==> src/rtl/axil_master_arbiter.sv <==
// axil_master_arbiter: two register-access requesters sharing one AXI4-Lite master port,
// one transaction in flight. Define ARB_FIXED_PRIO_EN to make req0 win every tie.
module axil_master_arbiter #(
  parameter int ADDR_W = 32,
  parameter int DATA_W = 32
) (
  input  logic                  clk,
  input  logic                  resetn,
  input  logic                  req0_valid,
  output logic                  req0_ready,
  input  logic                  req0_we,
  input  logic [ADDR_W-1:0]     req0_addr,
  input  logic [DATA_W-1:0]     req0_wdata,
  input  logic [DATA_W/8-1:0]   req0_wstrb,
  output logic                  rsp0_valid,
  output logic [DATA_W-1:0]     rsp0_rdata,
  output logic [1:0]            rsp0_resp,
  input  logic                  req1_valid,
  output logic                  req1_ready,
  input  logic                  req1_we,
  input  logic [ADDR_W-1:0]     req1_addr,
  input  logic [DATA_W-1:0]     req1_wdata,
  input  logic [DATA_W/8-1:0]   req1_wstrb,
  output logic                  rsp1_valid,
  output logic [DATA_W-1:0]     rsp1_rdata,
  output logic [1:0]            rsp1_resp,
  output logic [ADDR_W-1:0]     M_AXI_AWADDR,
  output logic [2:0]            M_AXI_AWPROT,
  output logic                  M_AXI_AWVALID,
  input  logic                  M_AXI_AWREADY,
  output logic [DATA_W-1:0]     M_AXI_WDATA,
  output logic [DATA_W/8-1:0]   M_AXI_WSTRB,
  output logic                  M_AXI_WVALID,
  input  logic                  M_AXI_WREADY,
  input  logic [1:0]            M_AXI_BRESP,
  input  logic                  M_AXI_BVALID,
  output logic                  M_AXI_BREADY,
  output logic [ADDR_W-1:0]     M_AXI_ARADDR,
  output logic [2:0]            M_AXI_ARPROT,
  output logic                  M_AXI_ARVALID,
  input  logic                  M_AXI_ARREADY,
  input  logic [DATA_W-1:0]     M_AXI_RDATA,
  input  logic [1:0]            M_AXI_RRESP,
  input  logic                  M_AXI_RVALID,
  output logic                  M_AXI_RREADY
);

  typedef enum logic [2:0] {
    ST_IDLE    = 3'd0,
    ST_WR      = 3'd1,
    ST_WR_RESP = 3'd2,
    ST_RD_ADDR = 3'd3,
    ST_RD_DATA = 3'd4
  } state_t;

  state_t              state_r;
  logic                last_grant_r;
  logic                grant_r;
  logic                grant_s;
  logic                accept_s;
  logic                sel_we_s;
  logic [ADDR_W-1:0]   sel_addr_s;
  logic [DATA_W-1:0]   sel_wdata_s;
  logic [DATA_W/8-1:0] sel_wstrb_s;
  logic                aw_done_s;
  logic                w_done_s;

  assign M_AXI_AWPROT = 3'b000;
  assign M_AXI_ARPROT = 3'b000;

  // Arbitration, request acceptance and selection of the granted requester's fields
  always_comb begin
    grant_s = 1'b0;
    if (req0_valid && req1_valid) begin
`ifdef ARB_FIXED_PRIO_EN
      grant_s = 1'b0;
`else
      grant_s = ~last_grant_r;
`endif
    end else if (req1_valid) begin
      grant_s = 1'b1;
    end else begin
      grant_s = 1'b0;
    end
    accept_s    = resetn && (state_r == ST_IDLE) && (req0_valid || req1_valid);
    req0_ready  = accept_s && !grant_s;
    req1_ready  = accept_s && grant_s;
    sel_we_s    = grant_s ? req1_we    : req0_we;
    sel_addr_s  = grant_s ? req1_addr  : req0_addr;
    sel_wdata_s = grant_s ? req1_wdata : req0_wdata;
    sel_wstrb_s = grant_s ? req1_wstrb : req0_wstrb;
    // a channel counts as done once its valid is low or is being accepted this cycle
    aw_done_s   = !M_AXI_AWVALID || M_AXI_AWREADY;
    w_done_s    = !M_AXI_WVALID  || M_AXI_WREADY;
  end

  // Transaction sequencer; every AXI and response output is a register of this block
  always_ff @(posedge clk) begin
    if (!resetn) begin
      state_r       <= ST_IDLE;
      last_grant_r  <= 1'b1;
      grant_r       <= 1'b0;
      M_AXI_AWADDR  <= '0;
      M_AXI_AWVALID <= 1'b0;
      M_AXI_WDATA   <= '0;
      M_AXI_WSTRB   <= '0;
      M_AXI_WVALID  <= 1'b0;
      M_AXI_BREADY  <= 1'b0;
      M_AXI_ARADDR  <= '0;
      M_AXI_ARVALID <= 1'b0;
      M_AXI_RREADY  <= 1'b0;
      rsp0_valid    <= 1'b0;
      rsp0_rdata    <= '0;
      rsp0_resp     <= 2'b00;
      rsp1_valid    <= 1'b0;
      rsp1_rdata    <= '0;
      rsp1_resp     <= 2'b00;
    end else begin
      rsp0_valid <= 1'b0;
      rsp1_valid <= 1'b0;
      case (state_r)
        ST_IDLE: begin
          if (accept_s) begin
            grant_r      <= grant_s;
            last_grant_r <= grant_s;
            if (sel_we_s) begin
              M_AXI_AWADDR  <= sel_addr_s;
              M_AXI_WDATA   <= sel_wdata_s;
              M_AXI_WSTRB   <= sel_wstrb_s;
              M_AXI_AWVALID <= 1'b1;
              M_AXI_WVALID  <= 1'b1;
              state_r       <= ST_WR;
            end else begin
              M_AXI_ARADDR  <= sel_addr_s;
              M_AXI_ARVALID <= 1'b1;
              state_r       <= ST_RD_ADDR;
            end
          end
        end
        ST_WR: begin
          if (M_AXI_AWREADY) M_AXI_AWVALID <= 1'b0;
          if (M_AXI_WREADY)  M_AXI_WVALID  <= 1'b0;
          if (aw_done_s && w_done_s) begin
            M_AXI_BREADY <= 1'b1;
            state_r      <= ST_WR_RESP;
          end
        end
        ST_WR_RESP: begin
          if (M_AXI_BVALID) begin
            M_AXI_BREADY <= 1'b0;
            if (grant_r) begin
              rsp1_valid <= 1'b1;
              rsp1_rdata <= '0;
              rsp1_resp  <= M_AXI_BRESP;
            end else begin
              rsp0_valid <= 1'b1;
              rsp0_rdata <= '0;
              rsp0_resp  <= M_AXI_BRESP;
            end
            state_r <= ST_IDLE;
          end
        end
        ST_RD_ADDR: begin
          if (M_AXI_ARREADY) begin
            M_AXI_ARVALID <= 1'b0;
            M_AXI_RREADY  <= 1'b1;
            state_r       <= ST_RD_DATA;
          end
        end
        ST_RD_DATA: begin
          if (M_AXI_RVALID) begin
            M_AXI_RREADY <= 1'b0;
            if (grant_r) begin
              rsp1_valid <= 1'b1;
              rsp1_rdata <= M_AXI_RDATA;
              rsp1_resp  <= M_AXI_RRESP;
            end else begin
              rsp0_valid <= 1'b1;
              rsp0_rdata <= M_AXI_RDATA;
              rsp0_resp  <= M_AXI_RRESP;
            end
            state_r <= ST_IDLE;
          end
        end
        default: begin
          state_r <= ST_IDLE;
        end
      endcase
    end
  end

endmodule

==> config.mk <==
export PLATFORM = sky130hd
export DESIGN_NAME = axil_master_arbiter
export DESIGN_NICKNAME = d
export VERILOG_FILES = /design/src/rtl/axil_master_arbiter.sv
export SDC_FILE = /design/constraint.sdc
export NUM_CORES = 1
export LEC_CHECK = 0
export ABC_AREA = 1
export BUFFER_PORTS_ARGS = -buffer_cell sky130_fd_sc_hd__buf_2
export CAP_MARGIN = 20
export CORE_AREA = 2 2 140 142
export DETAILED_ROUTE_END_ITERATION = 16
export DIE_AREA = 0 0 142 144
export PLACE_DENSITY = 0.76
export SLEW_MARGIN = 15
export SYNTH_ARGS = -nofsm -noshare
export SYNTH_HDL_FRONTEND = slang
export SYNTH_SLANG_ARGS = --single-unit
==> constraint.sdc <==
create_clock -name clk -period 3.5 [get_ports clk]
set_input_delay 0.525 -clock clk [delete_from_list [all_inputs] [get_ports clk]]
set_output_delay 0.525 -clock clk [all_outputs]
set_load 0.03 [all_outputs]
**Word level (Yosys, flattened, before mapping)**

Cells that the tools add are included.

- Add/sub/neg operators: 0
- $mul: 0
- Div/mod/pow operators: 0
- $lt $le $gt $ge: 0
- Equal/unequal tests: 17
- Shifts and indexed selects: 0
- Muxes and demuxes: 57
- Bitwise logic cells: 2
- Reductions and logical operators: 29

Operators by type and width:

| kind | count |
|---|---|
| 32-bit two-way mux | 10 |
| 32-bit one-hot mux with 2 select lines | 2 |
| 2-bit != test (second input constant) | 13 |
| 1-bit two-way mux | 20 |
| 2-bit two-way mux | 9 |
| 3-bit two-way mux | 5 |
| 3-bit one-hot mux with 5 select lines | 1 |
| 5-bit AND reduction | 3 |
| 1-bit one-hot mux with 2 select lines | 7 |
| 3-bit AND reduction | 4 |
| 4-bit AND reduction | 3 |
| 2-bit nonzero test | 5 |
| 2-bit one-hot mux with 2 select lines | 2 |
| 3-bit by 2-bit == test with 1-bit output (second input constant) | 2 |
| 1-bit logical AND | 6 |
| 4-bit two-way mux | 1 |
| 3-bit by 1-bit == test with 1-bit output (second input constant) | 1 |
| 3-bit == test (second input constant) | 1 |
| 1-bit logical NOT | 3 |
| 3-bit logical NOT | 1 |
| 1-bit logical OR | 3 |
| 1-bit NOT | 2 |
| 2-bit AND reduction | 1 |

- Register bits: 180
- Latch bits: 0
- Memory bits (writable): 0
- Bits in read-only memories: 0
- Bits of input ports: 183
- Memories: 0

**Longest topological paths before layout**

Gate-level depths: netlist (run 1).

- Word-level depth: 6
- Depth in mapped cells: 11
- Depth with buffers taken out: 10

**Worst setup path after synthesis (run 1)**

No wires, ideal clock.

- Kind: input -> output
- Start: input req0_valid
- End: output req1_ready
- Arrival: 1.541 ns
- Data required time: 2.975 ns
- Path slack: 1.434 ns
- Stages on the path: 6
- Path through: nand2_1 nand2_1 buf_2 buf_2 buf_2 nor2_1

- Word-level cells in the longest chain between the ends: 3

RTL lines:

| item | RTL line | RTL |
|---|---|---|
| start: declaration | 9 | `input logic req0_valid,` |
| 1-bit logical AND or 1-bit logical OR (tied branches) | 74, 85 |  |
| 1-bit two-way mux or 1-bit logical AND (tied branches) | 74, 85 |  |
| 1-bit logical AND (*) | 87 | `req1_ready = accept_s && grant_s;` |
| end: declaration | 19 | `output logic req1_ready,` |

Mark *: on every way between the ends. The rest lies on a longest branch, timed or not.

**Final worst setup path (run 1)**

- Start: register last_grant_r
- End: output req1_ready

- Word-level cells in the longest chain between the ends: 3

RTL lines:

| item | RTL line | RTL |
|---|---|---|
| start: declaration | 57 | `logic last_grant_r;` |
| start signal: assignment | 125 | `last_grant_r <= grant_s;` |
| 1-bit NOT | 78 | `grant_s = ~last_grant_r;` |
| 1-bit two-way mux | 74 | `if (req0_valid && req1_valid) begin` |
| 1-bit logical AND | 87 |  |

Every way passes these cells.

==> flow_metrics.py, run 1 <==
metrics = {
    "power": {
        "clkPwrFrac": 0.327,
        "swShare": 0.3513,
        "pwr-share-seq": 0.391,
        "comb_power_share": 0.282,
        "internal-power_mw": 4.057,
        "ir_drop_mv": 0.3296,
        "power_density_nw_per_um2": 608.4,
        "p_leak_nw": 5.548,
        "p_sw_mw": 2.197,
    },
    "timing": {
        "setup_viol": 0,
        "worstMarginPinSlew_ns": 1.037,
        "finalSetupTns_ns": 0,
        "final_hold_viol_count": 0,
        "post-route-min-period_ns": 2.521,
        "setup_ws_ns": 0.9793,
        "rsz0062_at_grt": "false",
        "finClkSkew_ns": 0.01224,
        "slew_violations": 0,
        "hold_slack_ns": 0.3293,
        "max_freq_mhz": 396.7,
        "min_period_over_period": 0.7202,
        "slew_headroom": 0.3086,
    },
    "yosys": {
        "ys_top_cells_by_count": "nor2_1 (388), nand2_1 (307), dfxtp_1 (180)",
        "synth_cells": 1198,
        "syn_avg_cell_area_um2": 6.535,
        "yosysWarnings": 0,
        "ys_seq_area_frac": 0.4603,
        "synth_enable_flop_cells": 0,
        "yosys_register_bits": 180,
        "synth_area_leader_cell": "dfxtp_1",
        "post-synth-top-count-cell": "nor2_1",
        "synth_area_leaders": "dfxtp_1 (46%), nor2_1 (19%), nand2_1 (15%)",
        "dominantRegCellSynth": "dfxtp_1",
        "syn_area_um2": 7829,
        "synth_cell_types": 22,
        "synth.top_cell.area_share": 0.4603,
        "synthArstFlopShare": 0,
    },
    "run_status": {
        "outcome": "completed",
    },
    "place": {
        "portBuffers": 359,
        "place.gp.congestion": 0.8318,
        "preCtsSetupSlack_ns": 0.8554,
        "dpl.hpwl_um": 16360,
        "placed_cell_area_um2": 9652,
    },
    "cts": {
        "htreeDepth": 4,
        "clkTransAtPathRegs_ns": 0.06,
        "ctsHoldBuffers": 0,
        "clock-sinks": 180,
        "cts-root-buf": "clkbuf_16",
        "cts_tree": "built",
        "post-cts-setup-buffers": 0,
        "cts_resized": 0,
        "cts_buffers": 17,
        "clock_path_buffers": 2,
        "insertion_delay_ns": 0.42,
    },
    "hold_path": {
        "hp-start": "M_AXI_RVALID",
        "hold_class": "in -> reg",
        "worst_hold_path.endpoint": "M_AXI_RREADY",
        "holdPathStages": 2,
    },
    "setup_path": {
        "slowest_stage": "buf_4",
        "arrival_ns": 2.00,
        "slowest_delay_ns": 0.47,
        "path_class": "reg -> out",
        "reg2reg_slack_ns": 1.13,
        "reg2reg_depth": 9,
        "crit_chain": "nand2_1 > nand2_2 > buf_4 > nor2_1 > buf_2",
        "regToRegStartpoint": "last_grant_r",
        "endpoint_kind": "output port",
        "cp.required_ns": 2.97,
        "cp_max_fo": 53,
        "startpoint_type": "register",
        "r2r-end": "M_AXI_WDATA[23]",
    },
    "global_routing": {
        "grt_pass1_vias": 7041,
        "gr-total-overflow": 0,
        "grt_first_pass_wirelength_um": 34400,
        "grt_max_degree": 110,
        "grt_antenna_before_repair": 2,
        "grt_use_total": 0.2103,
    },
    "floorplanning": {
        "fp-row-count": 51,
        "pin_count": 366,
        "die_w_um": 142,
        "die_y_um": 144,
        "die_area_um2": 20450,
        "start_util": 0.4103,
        "core_um2": 19080,
    },
    "cells_and_area": {
        "fillers": 1942,
        "drive_gt1_frac": 0.2930,
        "syn_to_final_growth_pct": 31.29,
        "regArea_um2": 3603,
        "num-nets-final": 1700,
        "fin_area_um2": 10280,
        "multi_input_area_um2": 3598,
    },
    "detailed_routing": {
        "vias": 8142,
        "post_drt_via_cell_ratio": 4.605,
        "routed_wl_um": 22500,
        "postRouteAntennaNets": 0,
        "wl_per_cell_um": 12.73,
        "drc": 0,
        "firstDrtPassIters": 4,
        "drtIter0Drc": 328,
    },
    "flow_run": {
        "cap_violations": 0,
    },
}
kinds of logic after synthesis:
kind of cell | share of synthesized area
and+or+nand+nor | 0.3719
DFF | 0.4603
buffers and inverters | 0.08471
AOI/OAI and AO/OA | 0.08263
other | 0.0004790
worst max-delay path by stage:
stage	start	end	slack [ns]
floorplan	req0_valid	req1_ready	1.43
global placement	req0_valid	M_AXI_WSTRB[0]	0.96
detailed placement	req0_valid	M_AXI_WDATA[23]	0.86
CTS	last_grant_r	req1_ready	0.93
global route	last_grant_r	req1_ready	0.80
finish	last_grant_r	req1_ready	0.98
routing by layer:
| metal | global-route usage | wire length (um) |
|---|---|---|
| met1 | 0.2504 | 9543 |
| met2 | 0.3656 | 10930 |
| met3 | 0.05298 | 1438 |
| met4 | 0.08105 | 578 |
| met5 | 0 | 12 |
power by group through the flow:
stage,Clock [mW],Sequential (mW),Combinational [mW]
after floorplan,0,2.99,0.759
after global placement,0,2.48,1.76
after detailed placement,0,2.49,1.78
after CTS,2.10,2.45,1.78
after global routing,2.17,2.48,1.96
final,2.04,2.45,1.76
final cells by class:
cell class,count,share of cell area
Antenna cell,1,0.0002435
Inverter,70,0.02556
Clock buffer,18,0.04175
Timing Repair Buffer,371,0.1838
Sequential cell,180,0.3506
Tap cell,238,0.02897
Multi-Input combinational cell,877,0.3501
Clock inverter,13,0.01899
state kept, by name, summed over array words and instances (netlist names):
signal	flops
M_AXI_ARADDR	32
M_AXI_AWADDR	32
M_AXI_WDATA	32
rsp0_rdata	32
rsp1_rdata	32
M_AXI_WSTRB	4
state_r	3
rsp0_resp	2
rsp1_resp	2
M_AXI_ARVALID	1
M_AXI_AWVALID	1
M_AXI_BREADY	1
M_AXI_RREADY	1
M_AXI_WVALID	1
grant_r	1
last_grant_r	1
rsp0_valid	1
rsp1_valid	1
layout by cell type, fill, tap and decap left out, types with 13 or more instances in the layout:
master     instances
or2_2             34
dfxtp_1          180
buf_2            358
o21ai_1           28
inv_1             66
buf_4             13
clkbuf_16         17
o21ai_0           93
nand2_1          306
nor2_1           386
through the flow:
stage                       util  instances  power (mW)
after floorplan                -       1203       3.749
after global placement    0.5059       1736       4.242
after detailed placement  0.5059       1736       4.269
after CTS                 0.5386       1767       6.329
after global routing      0.5387       1768       6.601
final                     0.5387       1768       6.253
critical path, delay by kind of cell, from the launching register on:
family                 cells  cell delay (ns)
DFF                        1             0.38
buffers and inverters      2             0.67
and+or+nand+nor            3             0.52
(Power assumes the default switching activity.)
==> inputs of run 2 (changes only) <==
- clock period: 3.5 -> 2.6 ns (I/O delays scaled with it)
==> run 2 against run 1 <==
Effect of this change: sequential power rose by 34%; critical path depth did not move; non-clock buffer count fell by 2; final area fell by 0.23%; largest cell class unchanged; largest power group unchanged.
==> flow_metrics.py, run 2 (same netlist as run 1, synthesis figures left out) <==
metrics = {
    "run_status": {
        "outcome": "completed",
    },
    "cts": {
        "ctsHoldBuffers": 0,
        "cts-root-buf": "clkbuf_16",
        "clock-sinks": 180,
        "cts_resized": 0,
        "clock_path_buffers": 2,
        "clkTransAtPathRegs_ns": 0.08,
        "cts_tree": "built",
        "htreeDepth": 4,
        "post-cts-setup-buffers": 0,
        "insertion_delay_ns": 0.43,
        "cts_buffers": 17,
    },
    "timing": {
        "worstMarginPinSlew_ns": 0.7417,
        "slew_violations": 0,
        "finClkSkew_ns": 0.01418,
        "hold_slack_ns": 0.1798,
        "slew_headroom": 0.5055,
        "max_freq_mhz": 464.1,
        "final_hold_viol_count": 0,
        "setup_ws_ns": 0.4453,
        "post-route-min-period_ns": 2.155,
        "min_period_over_period": 0.8287,
        "rsz0062_at_grt": "false",
        "finalSetupTns_ns": 0,
        "setup_viol": 0,
    },
    "detailed_routing": {
        "post_drt_via_cell_ratio": 4.602,
        "drc": 0,
        "postRouteAntennaNets": 0,
        "drtIter0Drc": 350,
        "routed_wl_um": 22100,
        "firstDrtPassIters": 4,
        "vias": 8137,
        "wl_per_cell_um": 12.50,
    },
    "setup_path": {
        "reg2reg_depth": 9,
        "r2r-end": "M_AXI_WSTRB[0]",
        "cp_max_fo": 34,
        "reg2reg_slack_ns": 0.67,
        "startpoint_type": "register",
        "cp.required_ns": 2.21,
        "regToRegStartpoint": "last_grant_r",
        "path_class": "reg -> out",
        "endpoint_kind": "output port",
        "arrival_ns": 1.76,
    },
    "hold_path": {
        "holdPathStages": 2,
        "hp-start": "M_AXI_RVALID",
        "worst_hold_path.endpoint": "M_AXI_RREADY",
        "hold_class": "in -> reg",
    },
    "power": {
        "power_density_nw_per_um2": 794.4,
        "clkPwrFrac": 0.303,
        "pwr-share-seq": 0.404,
        "p_sw_mw": 3.031,
        "p_leak_nw": 5.532,
        "internal-power_mw": 5.116,
        "ir_drop_mv": 0.4405,
        "swShare": 0.3720,
        "comb_power_share": 0.293,
        "fin_total_pwr_mw": 8.147,
    },
    "place": {
        "portBuffers": 359,
        "place.gp.congestion": 0.8586,
        "preCtsSetupSlack_ns": 0.5419,
        "dpl.hpwl_um": 16040,
        "dp_cells": 1734,
    },
    "cells_and_area": {
        "fin_cells": 1768,
        "num-nets-final": 1698,
        "final_cell_mix": "nor2_1 (386), buf_2 (358), nand2_1 (306)",
        "fillers": 1939,
        "drive_gt1_frac": 0.2925,
        "syn_to_final_growth_pct": 30.99,
        "final_common_cell": "nor2_1",
    },
    "global_routing": {
        "grt_pass1_vias": 7164,
        "grt_use_total": 0.2110,
        "grt_antenna_before_repair": 1,
        "gr-total-overflow": 0,
        "grt_first_pass_wirelength_um": 34590,
        "grt_max_degree": 174,
    },
    "floorplanning": {
        "pin_count": 366,
        "die_w_um": 142,
        "fp-row-count": 51,
        "core_um2": 19080,
        "die_area_um2": 20450,
        "die_y_um": 144,
        "start_util": 0.4103,
    },
    "flow_run": {
        "cap_violations": 0,
    },
}
==> run 2: per-stage QoR <==
step	util	cell area (um^2)
3_3_place_gp	0.5077	9687
2_1_floorplan	-	7848
3_5_place_dp	0.5077	9687
4_1_cts	0.5372	10250
5_1_grt	0.5373	10250
6_report	0.5375	10250
==> run 2: worst max-delay path by stage <==
stage	slack [ns]	to	cells after the start	from
floorplan	0.80	req1_ready	6	req0_valid
global placement	0.62	M_AXI_WDATA[25]	10	req0_valid
detailed placement	0.54	M_AXI_WDATA[31]	10	req0_valid
CTS	0.45	req0_ready	6	state_r[1]
global route	0.32	req0_ready	5	last_grant_r
finish	0.45	req0_ready	5	last_grant_r
==> run 2: power by group through the flow <==
stage	clock network (mW)	logic, mW	registers (mW)
2_1_floorplan	0	1.02	4.02
3_3_place_gp	0	2.37	3.34
3_5_place_dp	0	2.41	3.35
4_1_cts	2.52	2.41	3.29
5_1_grt	2.64	2.65	3.33
6_report	2.47	2.39	3.29
==> run 2: final cells by class <==
| type | instances | area (um^2) | area share |
|---|---|---|---|
| antenna | 2 | 5.005 | 0.0004880 |
| clock buffer | 18 | 429.2 | 0.04185 |
| clock inverter | 14 | 133.9 | 0.01306 |
| inverter | 70 | 262.8 | 0.02562 |
| multi-input combinational | 877 | 3598 | 0.3509 |
| sequential | 180 | 3603 | 0.3514 |
| tap | 238 | 297.8 | 0.02904 |
| timing repair buffer | 369 | 1924 | 0.1877 |
==> run 2: worst max-delay path, stage by stage (launching register included) <==
cell and delay, ns:
dfxtp_1 0.39, nand2_1 0.08, nand2_2 0.14, inv_2 0.23, nor2_1 0.23, buf_2 0.25
==> run 2: metal layers <==
layer | GRT usage | vias to the layer above | share of wire
met3 | 0.04967 | 38 | 0.064
li1 | - | 4263 | -
met2 | 0.3644 | 298 | 0.48
met4 | 0.07684 | 0 | 0.025
met5 | 0 | - | 0
met1 | 0.2571 | 3538 | 0.43
==> inputs of run 3 (changes only) <==
- CORE_AREA: 2 2 140 142 -> 2 2 144 146
- DIE_AREA: 0 0 142 144 -> 0 0 146 148
- clock period: 2.6 -> 1.8 ns (I/O delays scaled with it)
==> run 3 against run 2 <==
Effect of this change: final area rose by 3.0%; combinational power increased by 52%; clock power is 50% higher; via count grew 0.31%; largest power group unchanged.
==> flow_metrics.py, run 3 (same netlist as run 1, synthesis figures left out) <==
metrics = {
    "cts": {
        "cts_tree": "built",
        "htreeDepth": 4,
        "insertion_delay_ns": 0.42,
        "clock-sinks": 180,
        "ctsHoldBuffers": 0,
        "clock_path_buffers": 2,
        "clkTransAtPathRegs_ns": 0.06,
        "cts_buffers": 17,
        "cts-root-buf": "clkbuf_16",
    },
    "timing": {
        "setup_viol": 0,
        "hold_slack_ns": 0.06987,
        "min_period_over_period": 0.9578,
        "slew_violations": 0,
        "post-route-min-period_ns": 1.724,
        "worstMarginPinSlew_ns": 0.7907,
        "finClkSkew_ns": 0.01085,
        "slew_headroom": 0.4729,
        "max_freq_mhz": 580.0,
        "final_hold_viol_count": 0,
    },
    "power": {
        "swShare": 0.3586,
        "pwr-share-seq": 0.393,
        "p_sw_mw": 4.337,
        "power_density_nw_per_um2": 1145,
        "ir_drop_mv": 0.5988,
        "fin_total_pwr_mw": 12.10,
        "clkPwrFrac": 0.307,
        "comb_power_share": 0.300,
        "p_leak_nw": 5.639,
        "internal-power_mw": 7.758,
    },
    "cells_and_area": {
        "syn_to_final_growth_pct": 34.89,
        "fin_cells": 1812,
        "diodes": 0,
        "num-nets-final": 1713,
        "final_common_cell": "nor2_1",
        "drive_gt1_frac": 0.2996,
        "final_cell_mix": "nor2_1 (385), buf_2 (356), nand2_1 (305)",
    },
    "global_routing": {
        "grt_use_total": 0.2077,
        "use_met1": 0.2472,
        "gr-total-overflow": 0,
        "grt_pass1_vias": 7626,
        "grt_use_met3": 0.04815,
        "grt_first_pass_wirelength_um": 36620,
        "grt_max_degree": 174,
        "grt_antenna_before_repair": 0,
        "use_met2": 0.3691,
        "grt.busiest_layer": "met2",
    },
    "setup_path": {
        "reg2reg_depth": 8,
        "path_class": "reg -> out",
        "r2r-end": "rsp1_rdata[25]",
        "regToRegStartpoint": "state_r[0]",
        "reg2reg_slack_ns": 0.20,
        "cp_max_fo": 9,
        "arrival_ns": 1.45,
        "cp.required_ns": 1.53,
        "endpoint_kind": "output port",
        "startpoint_type": "register",
    },
    "floorplanning": {
        "start_util": 0.3907,
        "die_y_um": 148,
        "core_um2": 20040,
        "pin_count": 366,
        "die_w_um": 146,
        "fp-row-count": 52,
        "die_area_um2": 21610,
    },
    "place": {
        "place.gp.congestion": 0.8074,
        "portBuffers": 359,
        "dp_cells": 1777,
        "dpl.hpwl_um": 16610,
    },
    "flow_run": {
        "cap_violations": 0,
    },
    "hold_path": {
        "hold_class": "in -> reg",
        "hp-start": "M_AXI_RVALID",
        "worst_hold_path.endpoint": "M_AXI_RREADY",
        "holdPathStages": 2,
    },
    "detailed_routing": {
        "postRouteAntennaNets": 0,
        "firstDrtPassIters": 5,
        "wl_per_cell_um": 12.51,
        "drtIter0Drc": 325,
        "routed_wl_um": 22660,
        "vias": 8162,
        "drc": 0,
        "post_drt_via_cell_ratio": 4.504,
    },
    "run_status": {
        "outcome": "completed",
    },
}
run 3: cell count changes in the layout (fill, tap and decap cells not counted), moves of 4 or more:
| cell | delta |
|---|---|
| clkinv_4 | -4 |
| clkinvlp_4 | +4 |
| buf_12 | +8 |
| buf_4 | +7 |
run 3: critical path, cell delays in order, from the launching register on:
cell and delay [ns]:
dfxtp_1 0.33, nor2_2 0.12, nand2_2 0.10, inv_4 0.08, nand2_8 0.08, nor2_4 0.16
buf_6 0.15
run 3: final cells by class:
class	count	area, um^2
multi-input cells	877	3622
well taps	270	337.8
fillers	2049	9479
flip-flops and latches	180	3603
repair buffers	384	2150
inverters	70	265.3
clock inverters	12	148.9
clock buffers	19	432.9
run 3: power by group through the flow:
stage	sequential [mW]	combinational, mW	clock, mW
floorplan	5.81	1.48	0
global placement	4.82	3.55	0
detailed placement	4.84	3.59	0
CTS	4.76	3.62	3.81
global route	4.81	4.01	3.98
finish	4.75	3.63	3.71
run 3: worst max path at each step:
stage / from / slack, ns / endpoint / cells past startpoint
floorplan: last_grant_r / 0.22 / req1_ready / 6
global placement: state_r[0] / 0.1 / req0_ready / 6
detailed placement: state_r[0] / 0.1 / M_AXI_AWADDR[12] / 9
CTS: state_r[0] / 0.05 / req0_ready / 6
global route: state_r[0] / -0.003 / req0_ready / 6
finish: state_r[0] / 0.08 / req0_ready / 6
run 3: timing repair:
action | CTS | global route
setup buffers | 1 | 3
gates resized for setup | 7 | 5
endpoints found under the setup margin | 2 | 5
pin swaps | 1 | 2
run 3: stage by stage:
| step | setup slack, ns | util | area (um^2) | setup TNS, ns |
|---|---|---|---|---|
| finish | 0.07597 | 0.5270 | 10560 | 0 |
| CTS | 0.04664 | 0.5251 | 10520 | 0 |
| floorplan | 0.2250 | - | 7848 | 0 |
| global placement | 0.09692 | 0.4945 | 9910 | 0 |
| global route | -0.002502 | 0.5270 | 10560 | -0.002502 |
| detailed placement | 0.09853 | 0.4945 | 9910 | 0 |
run 3: per-layer routing:
metal | wire length (um) | vias to the layer above
met5 | 0 | -
met4 | 477 | 0
met3 | 1533 | 34
met2 | 11010 | 286
met1 | 9643 | 3557
li1 | - | 4285
